**config.mk**
```make
export PLATFORM = sky130hd
export DESIGN_NAME = if_id_skid_reg
export DESIGN_NICKNAME = d
export VERILOG_FILES = /design/src/rtl/if_id_pkg.sv /design/src/rtl/if_id_slot.sv /design/src/rtl/if_id_skid_reg.sv
export SDC_FILE = /design/constraint.sdc
export NUM_CORES = 1
export LEC_CHECK = 0
export ABC_AREA = 1
export BUFFER_PORTS_ARGS = -buffer_cell sky130_fd_sc_hd__buf_2
export CAP_MARGIN = 30
export CORE_MARGIN = 5
export CORE_UTILIZATION = 45
export CTS_CLUSTER_DIAMETER = 120
export DETAILED_ROUTE_END_ITERATION = 8
export PLACE_DENSITY = 0.77
export SLEW_MARGIN = 20
export SYNTH_ARGS = -nofsm -noshare
export SYNTH_HDL_FRONTEND = slang
export SYNTH_SLANG_ARGS = --single-unit
export TNS_END_PERCENT = 5
```
**constraint.sdc**
```tcl
create_clock -name clk -period 4.3 [get_ports clk]
set_input_delay 0.43 -clock clk [delete_from_list [all_inputs] [get_ports clk]]
set_output_delay 0.43 -clock clk [all_outputs]
set_load 0.005 [all_outputs]
```
**src/rtl/if_id_pkg.sv**
```systemverilog
// Shared definitions for the elastic IF/ID stage: FSM encoding, NOP default,
// RV32 field positions and the field-slicing helper.
package if_id_pkg;

    localparam int OPCODE_W = 7;
    localparam int RD_W     = 5;
    localparam int FUNC3_W  = 3;
    localparam int RS_W     = 5;
    localparam int FUNC7_W  = 7;

    localparam int OPCODE_LSB = 0;
    localparam int RD_LSB     = 7;
    localparam int FUNC3_LSB  = 12;
    localparam int RS1_LSB    = 15;
    localparam int RS2_LSB    = 20;
    localparam int FUNC7_LSB  = 25;

    localparam logic [31:0] NOP_INSTR_DEF = 32'h0000_0013;

    // Encoding doubles as the number of held entries.
    localparam logic [1:0] ST_EMPTY = 2'd0;
    localparam logic [1:0] ST_ONE   = 2'd1;
    localparam logic [1:0] ST_FULL  = 2'd2;

    typedef enum logic [1:0] {
        EMPTY = ST_EMPTY,
        ONE   = ST_ONE,
        FULL  = ST_FULL
    } state_e;

    typedef struct packed {
        logic [FUNC7_W-1:0]  func7;
        logic [RS_W-1:0]     rs2;
        logic [RS_W-1:0]     rs1;
        logic [FUNC3_W-1:0]  func3;
        logic [RD_W-1:0]     rd;
        logic [OPCODE_W-1:0] opcode;
    } fields_t;

    function automatic fields_t slice_fields(input logic [31:0] instr);
        fields_t f;
        f.opcode = instr[OPCODE_LSB +: OPCODE_W];
        f.rd     = instr[RD_LSB     +: RD_W];
        f.func3  = instr[FUNC3_LSB  +: FUNC3_W];
        f.rs1    = instr[RS1_LSB    +: RS_W];
        f.rs2    = instr[RS2_LSB    +: RS_W];
        f.func7  = instr[FUNC7_LSB  +: FUNC7_W];
        return f;
    endfunction

endpackage

```
**src/rtl/if_id_slot.sv**
```systemverilog
// One payload entry of the IF/ID skid buffer: instruction, PCs and the decoded
// fields, all registered together so the fields always match the instruction.
module if_id_slot
    import if_id_pkg::*;
#(
    parameter int                  NB_INSTR  = 32,
    parameter int                  NB_PC     = 32,
    parameter logic [NB_INSTR-1:0] NOP_INSTR = NOP_INSTR_DEF
) (
    input  logic                clk,
    input  logic                i_rst_n,
    input  logic                load,
    input  logic                load_nop,
    input  logic [NB_INSTR-1:0] d_instr,
    input  logic [NB_PC-1:0]    d_pc,
    input  logic [NB_PC-1:0]    d_pc_next,
    input  fields_t             d_fields,
    output logic [NB_INSTR-1:0] q_instr,
    output logic [NB_PC-1:0]    q_pc,
    output logic [NB_PC-1:0]    q_pc_next,
    output fields_t             q_fields
);

    localparam fields_t NOP_FIELDS = slice_fields(NOP_INSTR);

    logic [NB_INSTR-1:0] instr_reg;
    logic [NB_PC-1:0]    pc_reg;
    logic [NB_PC-1:0]    pc_next_reg;
    fields_t             fields_reg;

    always_ff @(posedge clk or negedge i_rst_n) begin
        if (!i_rst_n) begin
            instr_reg   <= NOP_INSTR;
            pc_reg      <= '0;
            pc_next_reg <= '0;
            fields_reg  <= NOP_FIELDS;
        end else if (load_nop) begin
            instr_reg   <= NOP_INSTR;
            pc_reg      <= '0;
            pc_next_reg <= '0;
            fields_reg  <= NOP_FIELDS;
        end else if (load) begin
            instr_reg   <= d_instr;
            pc_reg      <= d_pc;
            pc_next_reg <= d_pc_next;
            fields_reg  <= d_fields;
        end
    end

    assign q_instr   = instr_reg;
    assign q_pc      = pc_reg;
    assign q_pc_next = pc_next_reg;
    assign q_fields  = fields_reg;

endmodule

```
**src/rtl/if_id_skid_reg.sv**
```systemverilog
// Elastic IF/ID stage: 2-entry skid buffer (head + skid slot) with a registered
// ready, single-cycle flush and a saturating back-pressure stall counter.
module if_id_skid_reg
    import if_id_pkg::*;
#(
    parameter int                  NB_INSTR  = 32,
    parameter int                  NB_PC     = 32,
    parameter int                  NB_CNT    = 16,
    parameter logic [NB_INSTR-1:0] NOP_INSTR = NOP_INSTR_DEF
) (
    input  logic                clk,
    input  logic                i_rst_n,
    input  logic                i_valid,
    output logic                o_ready,
    input  logic [NB_INSTR-1:0] i_instr,
    input  logic [NB_PC-1:0]    i_pc,
    input  logic [NB_PC-1:0]    i_pc_next,
    input  logic                i_flush,
    input  logic                i_cnt_clr,
    output logic                o_valid,
    input  logic                i_ready,
    output logic [NB_PC-1:0]    o_pc,
    output logic [NB_PC-1:0]    o_pc_next,
    output logic [NB_INSTR-1:0] o_instr,
    output logic [6:0]          o_opcode,
    output logic [4:0]          o_rd_addr,
    output logic [2:0]          o_func3,
    output logic [4:0]          o_rs1_addr,
    output logic [4:0]          o_rs2_addr,
    output logic [6:0]          o_func7,
    output logic [1:0]          o_occupancy,
    output logic [NB_CNT-1:0]   o_stall_cnt
);

    localparam int HEAD = 0;
    localparam int SKID = 1;

    state_e              state_reg, state_next;
    logic                ready_reg;
    logic [NB_CNT-1:0]   cnt_reg;

    logic                in_xfer, out_xfer;
    logic                head_load, head_nop, head_from_skid, skid_load;
    fields_t             in_fields;

    logic                slot_load     [2];
    logic                slot_nop      [2];
    logic [NB_INSTR-1:0] slot_d_instr  [2];
    logic [NB_PC-1:0]    slot_d_pc     [2];
    logic [NB_PC-1:0]    slot_d_pc_nx  [2];
    fields_t             slot_d_fields [2];
    logic [NB_INSTR-1:0] slot_q_instr  [2];
    logic [NB_PC-1:0]    slot_q_pc     [2];
    logic [NB_PC-1:0]    slot_q_pc_nx  [2];
    fields_t             slot_q_fields [2];

    assign o_valid  = (state_reg != EMPTY);
    assign o_ready  = ready_reg;
    assign in_xfer  = i_valid & ready_reg;
    assign out_xfer = o_valid & i_ready;
    assign in_fields = slice_fields(i_instr);

    always_comb begin
        state_next     = state_reg;
        head_load      = 1'b0;
        head_nop       = 1'b0;
        head_from_skid = 1'b0;
        skid_load      = 1'b0;
        if (i_flush) begin
            state_next = EMPTY;
            head_nop   = 1'b1;
        end else begin
            case (state_reg)
                EMPTY: begin
                    if (in_xfer) begin
                        head_load  = 1'b1;
                        state_next = ONE;
                    end
                end
                ONE: begin
                    if (in_xfer && out_xfer) begin
                        head_load = 1'b1;
                    end else if (in_xfer) begin
                        skid_load  = 1'b1;
                        state_next = FULL;
                    end else if (out_xfer) begin
                        head_nop   = 1'b1;
                        state_next = EMPTY;
                    end
                end
                FULL: begin
                    if (out_xfer) begin
                        head_load      = 1'b1;
                        head_from_skid = 1'b1;
                        state_next     = ONE;
                    end
                end
                default: begin
                    head_nop   = 1'b1;
                    state_next = EMPTY;
                end
            endcase
        end
    end

    // Ready is derived from the next state so it never depends on i_ready combinationally.
    always_ff @(posedge clk or negedge i_rst_n) begin
        if (!i_rst_n) begin
            state_reg <= EMPTY;
            ready_reg <= 1'b1;
        end else begin
            state_reg <= state_next;
            ready_reg <= (state_next != FULL);
        end
    end

    always_ff @(posedge clk or negedge i_rst_n) begin
        if (!i_rst_n) begin
            cnt_reg <= '0;
        end else if (i_cnt_clr) begin
            cnt_reg <= '0;
        end else if (o_valid && !i_ready && (cnt_reg != {NB_CNT{1'b1}})) begin
            cnt_reg <= cnt_reg + 1'b1;
        end
    end

    assign slot_load[HEAD]     = head_load;
    assign slot_nop[HEAD]      = head_nop;
    assign slot_d_instr[HEAD]  = head_from_skid ? slot_q_instr[SKID]  : i_instr;
    assign slot_d_pc[HEAD]     = head_from_skid ? slot_q_pc[SKID]     : i_pc;
    assign slot_d_pc_nx[HEAD]  = head_from_skid ? slot_q_pc_nx[SKID]  : i_pc_next;
    assign slot_d_fields[HEAD] = head_from_skid ? slot_q_fields[SKID] : in_fields;

    assign slot_load[SKID]     = skid_load;
    assign slot_nop[SKID]      = 1'b0;
    assign slot_d_instr[SKID]  = i_instr;
    assign slot_d_pc[SKID]     = i_pc;
    assign slot_d_pc_nx[SKID]  = i_pc_next;
    assign slot_d_fields[SKID] = in_fields;

    generate
        for (genvar gi = 0; gi < 2; gi++) begin : g_slot
            if_id_slot #(
                .NB_INSTR  (NB_INSTR),
                .NB_PC     (NB_PC),
                .NOP_INSTR (NOP_INSTR)
            ) u_slot (
                .clk       (clk),
                .i_rst_n   (i_rst_n),
                .load      (slot_load[gi]),
                .load_nop  (slot_nop[gi]),
                .d_instr   (slot_d_instr[gi]),
                .d_pc      (slot_d_pc[gi]),
                .d_pc_next (slot_d_pc_nx[gi]),
                .d_fields  (slot_d_fields[gi]),
                .q_instr   (slot_q_instr[gi]),
                .q_pc      (slot_q_pc[gi]),
                .q_pc_next (slot_q_pc_nx[gi]),
                .q_fields  (slot_q_fields[gi])
            );
        end
    endgenerate

    assign o_instr     = slot_q_instr[HEAD];
    assign o_pc        = slot_q_pc[HEAD];
    assign o_pc_next   = slot_q_pc_nx[HEAD];
    assign o_opcode    = slot_q_fields[HEAD].opcode;
    assign o_rd_addr   = slot_q_fields[HEAD].rd;
    assign o_func3     = slot_q_fields[HEAD].func3;
    assign o_rs1_addr  = slot_q_fields[HEAD].rs1;
    assign o_rs2_addr  = slot_q_fields[HEAD].rs2;
    assign o_func7     = slot_q_fields[HEAD].func7;
    assign o_occupancy = state_reg;
    assign o_stall_cnt = cnt_reg;

endmodule

```
# == After elaboration in Yosys (flattened, before gate mapping) ==
# Cells that the tools add are included.
# word_totals
regBits,275
latchBits,0
ram_bits,0
rom_bits,0
in_bits,102
out_inout_bits,148
word_cells,72
mem_count,0
# classes
add_sub_neg,1
mul,0
n_div,0
magnitude_cmp,0
eq_ne,4
shift,0
n_mux,35
bitwise_logic,2
reduce_logical,9
# ops
op,n
$mux W32,12
$mux W16,2
$add A16 B1 Y16 const B,1
$ne A16 B16 Y1 const B,1
$mux W1,12
$mux W2,6
$pmux W2 S3,1
$reduce_bool A2 Y1,3
$logic_and A1 B1 Y1,3
$pmux W1 S3,1
$and A1 B1 Y1,2
$eq A2 B1 Y1 const B,1
$eq A2 B2 Y1 const B,1
$logic_not A2 Y1,1
$ne A2 B2 Y1 const B,1
$pmux W1 S2,1
$reduce_or A2 Y1,1
$logic_not A1 Y1,1

# == Logic depth before layout (Yosys ltp) ==
# depth
depth_word,8
depth_mapped,11
depth_no_buf,9

# == By module ==
# Synthesis repeated with hierarchy kept, for this count alone.
# hier_totals
cells_unflattened,1532
hier_area_um2,12877.4
# modules_own_cells
module,n_inst,cells_each,area_each_um2,seq_area_each_um2
if_id_slot,2,556,5059.9,3210.6
if_id_skid_reg,1,420,2757.6,476.7

# == Least setup slack after synthesis ==
# OpenSTA, ideal clock, no wires.
# synth_timing
path_type,register to register
startpoint,reg cnt_reg[0] (netlist: o_stall_cnt[0])
endpoint,reg cnt_reg[2] (netlist: o_stall_cnt[2])
setup_time_ns,0.066
arrival_time_ns,1.434
t_required_ns,4.234
path_slack_ns,2.800
stages_incl_launch_ff,10
n_path_buf,1
synth_period_minus_slack_ns,1.500
cell_sequence,dfrtp_1 ha_1 nand3_2 inv_2 nand2_1 nor2_2 nor2_2 buf_2 nand4_1 nand2_1
# synth_between
elab_chain_len,3
elab_cells_between_ends,6
classes_between,add/sub (1); eq/ne (1); mux (2); reduce/logical (2)
# synth_lines
item,line,rtl
"start, declared",if_id_skid_reg.sv:40,logic [NB_CNT-1:0] cnt_reg;
"start signal, assigned",if_id_skid_reg.sv:123,cnt_reg <= cnt_reg + 1'b1;
$add A16 B1 Y16 / $ne A16 B16 Y1 (equally long branches),"if_id_skid_reg.sv:123, if_id_skid_reg.sv:122",
$mux W16 / $logic_and A1 B1 Y1 (equally long branches),if_id_skid_reg.sv:122,end else if (o_valid && !i_ready && (cnt_reg != {NB_CNT{1'b1}})) begin
$mux W16 / $reduce_bool A2 Y1 (equally long branches),-,
# Parallel ways exist; a longest one is shown, timed or not. The select of a mux whose other input is x is not followed.
# A chain may end at the register's enable or synchronous reset.

# == Worst setup path after layout ==
# layout_timing
startpoint,reg state_reg[1] (netlist: o_occupancy[1])
endpoint,reg g_slot[0].u_slot.pc_next_reg[25]
# layout_between
elab_chain_len,8
elab_cells_between_ends,21
classes_between,eq/ne (2); mux (13); bitwise (1); reduce/logical (5)
# layout_lines
item,line,rtl
"start, declared",if_id_skid_reg.sv:38,"state_e state_reg, state_next;"
"start signal, assigned",if_id_skid_reg.sv:112,state_reg <= state_next;
$reduce_bool A2 Y1,if_id_skid_reg.sv:57,assign o_valid = (state_reg != EMPTY);
$and A1 B1 Y1,if_id_skid_reg.sv:60,assign out_xfer = o_valid & i_ready;
$mux W1,"if_id_skid_reg.sv:86, if_id_skid_reg.sv:92",
$mux W1 (on tied branches),"if_id_skid_reg.sv:83, if_id_skid_reg.sv:73",
$mux W1 (on tied branches),"if_id_skid_reg.sv:81, if_id_skid_reg.sv:69",
$pmux W1 S2 / $mux W32 (equally long branches),"if_id_skid_reg.sv:73, if_id_skid_reg.sv:131",
$mux W1 / $mux W32 (equally long branches),"if_id_skid_reg.sv:69, if_id_slot.sv:42",
$mux W32 / $reduce_bool A2 Y1 (equally long branches),-,
"end signal, assigned",if_id_slot.sv:45,pc_next_reg <= d_pc_next;
"end, declared",if_id_slot.sv:28,logic [NB_PC-1:0] pc_next_reg;
# Parallel ways exist; a longest one is shown, timed or not. The select of a mux whose other input is x is not followed.

==> out/qor.csv <==
stage;metric;value;unit
critical_path;ff2ff_path_depth;9;
power_and_ir_drop;powerDensity;443;mW/mm^2
global_routing;grt_pass1_vias;7510;
drt;vias_per_cell;4.84;
timing;grt_setup_unrepaired;false;
layout;fillers;2001;
critical_path;rrSetupSlack;2.07;ns
critical_path;crit_path_max_fanout;36;
critical_path;worstPathRequired;4.69;ns
layout;area.sequential;0.00529;sq mm
clock_network;clkSinkCount;211;
synth;synth_area;0.00987;sq mm
clock_network;post_cts_resized;0;
die;die_h;158;um
die;num_rows;54;
drt;drc_errors;0;
synth;synthCells;1227;
clock_network;clk_path_buf_depth;3;
timing;fmax;449;MHz
clock_network;ctsHoldBuffers;0;
clock_network;h-tree-depth;1;
die;die-area;0.0250;sq mm
job;cap_violations;0;
layout;drive_above_1_share;0.222;
drt;drt-total-wl;23.3;mm
clock_network;clock_latency;0.50;ns
timing;drv_slew;0;
critical_path;worstReg2RegEnd;g_slot[0].u_slot.q_pc_next[25]$_DFFE_PN0P_;
synth;synth_fa_ha_area_frac;0.00127;
synth;ys_ff_latch;211;
synth;seq_area_frac_synth;0.536;
outcome;outcome;finished with violations;
drt;drt-pass1-iter-count;5;
timing;setup_tns;0;ns
placement;place_hpwl;15.5;mm
drt;drt-initial-drc-count;404;
global_routing;grt_max_degree;112;
clock_network;numCtsBuffers;24;
placement;gp_congestion;0.858;
global_routing;grt_overflow;0;
die;core;0.0217;sq mm
global_routing;track_usage;0.181;
timing;whs;-0.00237;ns
synth;synthesis.nets;1330;
drt;vias;8264;
clock_network;clockRootBuffer;clkbuf_16;
synth;ys_types;30;
critical_path;cp-startpoint;o_occupancy[1]$_DFF_PN0_;
die;io_pins;250;
timing;setup_viol;0;
outcome;violations;hold timing;
timing;finalClockSkew;0.00659;ns
drt;postRouteAntennaNets;0;
critical_path;path_class;reg2reg;
timing;hold_viol_final;1;
clock_network;cts_setup_buffers;0;
min_path;worst_hold_path_type;in2async;
clock_network;cts_tree;built;
critical_path;worst_setup_path_end_kind;flip-flop;
layout;fin_nets;1518;
global_routing;antenna_found_initial;3;
power_and_ir_drop;leakagePower;0.00679;uW
layout;area_delta_synth_final;18.9;%
layout;multi_input_area;0.00341;sq mm
timing;period_minus_slack;2.23;ns
placement;port_buffers;249;
synth;avgSynthCellArea;8.04;sq um
drt;drt-wirelength-per-cell;13.7;um
synth;synthSimpleGateAreaFrac;0.217;
critical_path;start_kind;flip-flop;
synth;synth_top_family_by_area;simple AND/OR/NAND/NOR gates;
timing;relSlewSlack;0.418;
global_routing;grt_pass1_wl;37.5;mm
die;initial_utilization;0.455;
die;dieWidth;158;um
synth;yosys-mux-area-fraction;0;
power_and_ir_drop;ir_drop;0.259;mV
layout;utilization;0.541;
synth;synth_xor_area_frac;0.00444;
timing;period_share;0.518;
synth;yosys_warnings;0;
critical_path;r2r-start;o_occupancy[1]$_DFF_PN0_;
synth;synth_compound_area_frac;0.120;
clock_network;clk_pin_slew;0.06;ns
timing;tightestPinTransition;0.873;ns
critical_path;critical_path_arrival;2.62;ns
-- cells in the final DEF, fill, tap and decap left out, types with 4 or more instances in the layout --
cell       count
nor2_1        89
nand3_1        9
a21oi_1       73
inv_1        135
xor2_1         5
o21ai_0      143
clkbuf_1       6
inv_2          4
nand4_1       16
o21ai_1       11
dfstp_2        7
clkbuf_8       5
nand2_1      412
buf_2        248
dfrtp_1      204
clkbuf_16     25
buf_12         5
-- critical path: stages, from the launching register on --
cell	delay, ns
dfrtp_1	0.52
inv_2	0.08
nand2_1	0.16
nand2_2	0.09
o211ai_4	0.10
clkinv_2	0.38
buf_12	0.32
buf_4	0.27
nand2_1	0.11
nand2_1	0.06
-- kinds of logic (layout without fill, tap and decap cells) --
| kind of cell | Yosys count | after routing |
|---|---|---|
| and+or+nand+nor | 541 | 541 |
| xor gates and xnor gates | 5 | 5 |
| DFF | 211 | 211 |
| AOI/OAI and AO/OA | 232 | 232 |
| buffers and inverters | 237 | 436 |
| adders and majority gates | 1 | 1 |
| other | 0 | 3 |
-- report_power, final --
group	leakage (uW)	internal, uW	total (uW)	switching [uW]
combinational	0.00383	315	790	475
sequential	0.00261	2370	2530	154
clock	0.000352	1120	1880	760
total	0.00679	3800	5190	1390
-- cells in the mapped netlist --
cell type  count  share of area
clkbuf_1      12         0.0046
buf_4         33          0.025
buf_2         33          0.017
dfstp_2        7          0.019
or2_2          1        0.00063
inv_2          5         0.0019
o21ai_1       11         0.0056
nor2_2         3         0.0019
o21ai_0      143          0.073
buf_6         18          0.021
a21oi_1       73          0.037
o211ai_4       1         0.0022
and2_1         1        0.00063
nand3_1       10         0.0051
buf_1          1        0.00038
nand3_2        2         0.0020
ha_1           1         0.0013
o21bai_1       3         0.0023
nor2_4         2         0.0023
nor3_1         1        0.00051
nand2_2        2         0.0013
nand2_1      412           0.16
inv_1        135          0.051
nand4_2        1         0.0013
dfrtp_1      204           0.52
o22a_1         1        0.00089
nor2_1        89          0.034
nand2_4        1         0.0011
xor2_1         5         0.0044
nand4_1       16          0.010
-- area by class of cell --
class,instances,share of cell area
Clock buffer,35,0.0599
Timing Repair Buffer,259,0.122
Multi-Input combinational cell,779,0.291
Sequential cell,211,0.451
Inverter,140,0.0449
Tap cell,280,0.0299
Clock inverter,2,0.000853
Antenna cell,3,0.000640
-- how the worst max path moves through the flow --
stage / depth (start not counted) / endpoint
floorplan: 9 / o_stall_cnt[2]$_DFFE_PN0P_
global placement: 7 / g_slot[0].u_slot.q_fields[8]$_DFFE_PN0P_
detailed placement: 7 / g_slot[0].u_slot.q_pc_next[25]$_DFFE_PN0P_
CTS: 8 / g_slot[0].u_slot.q_pc_next[25]$_DFFE_PN0P_
global route: 9 / g_slot[0].u_slot.q_fields[26]$_DFFE_PN0P_
finish: 9 / g_slot[0].u_slot.q_pc_next[25]$_DFFE_PN0P_
-- sequential cells by signal, summed over array words and instances (netlist names) --
register                 cells
g_slot.u_slot.q_pc_next     64
o_ready                      1
o_stall_cnt                 16
o_occupancy                  2
g_slot.u_slot.q_pc          64
g_slot.u_slot.q_instr       32
g_slot.u_slot.q_fields      32
-- metrics by stage --
stage | total power [uW] | setup WS [ns] | instance area [sq um] | std cells
2_1_floorplan | 3060 | 2.80 | 9870 | 1227
3_3_place_gp | 3310 | 1.74 | 10900 | 1665
3_5_place_dp | 3350 | 1.66 | 10900 | 1666
4_1_cts | 5250 | 1.69 | 11600 | 1703
5_1_grt | 5510 | 1.87 | 11700 | 1708
6_report | 5190 | 2.07 | 11700 | 1709
-- metal layers --
layer  vias to the layer above  global-route usage  part of all wire
met5                         -                   0           0.00056
met4                         2              0.0638             0.033
met3                        61              0.0323             0.069
met2                       276               0.297              0.48
met1                      3784               0.243              0.42
li1                       4141                   -                 -
Power figures use the tool's default switching activity.
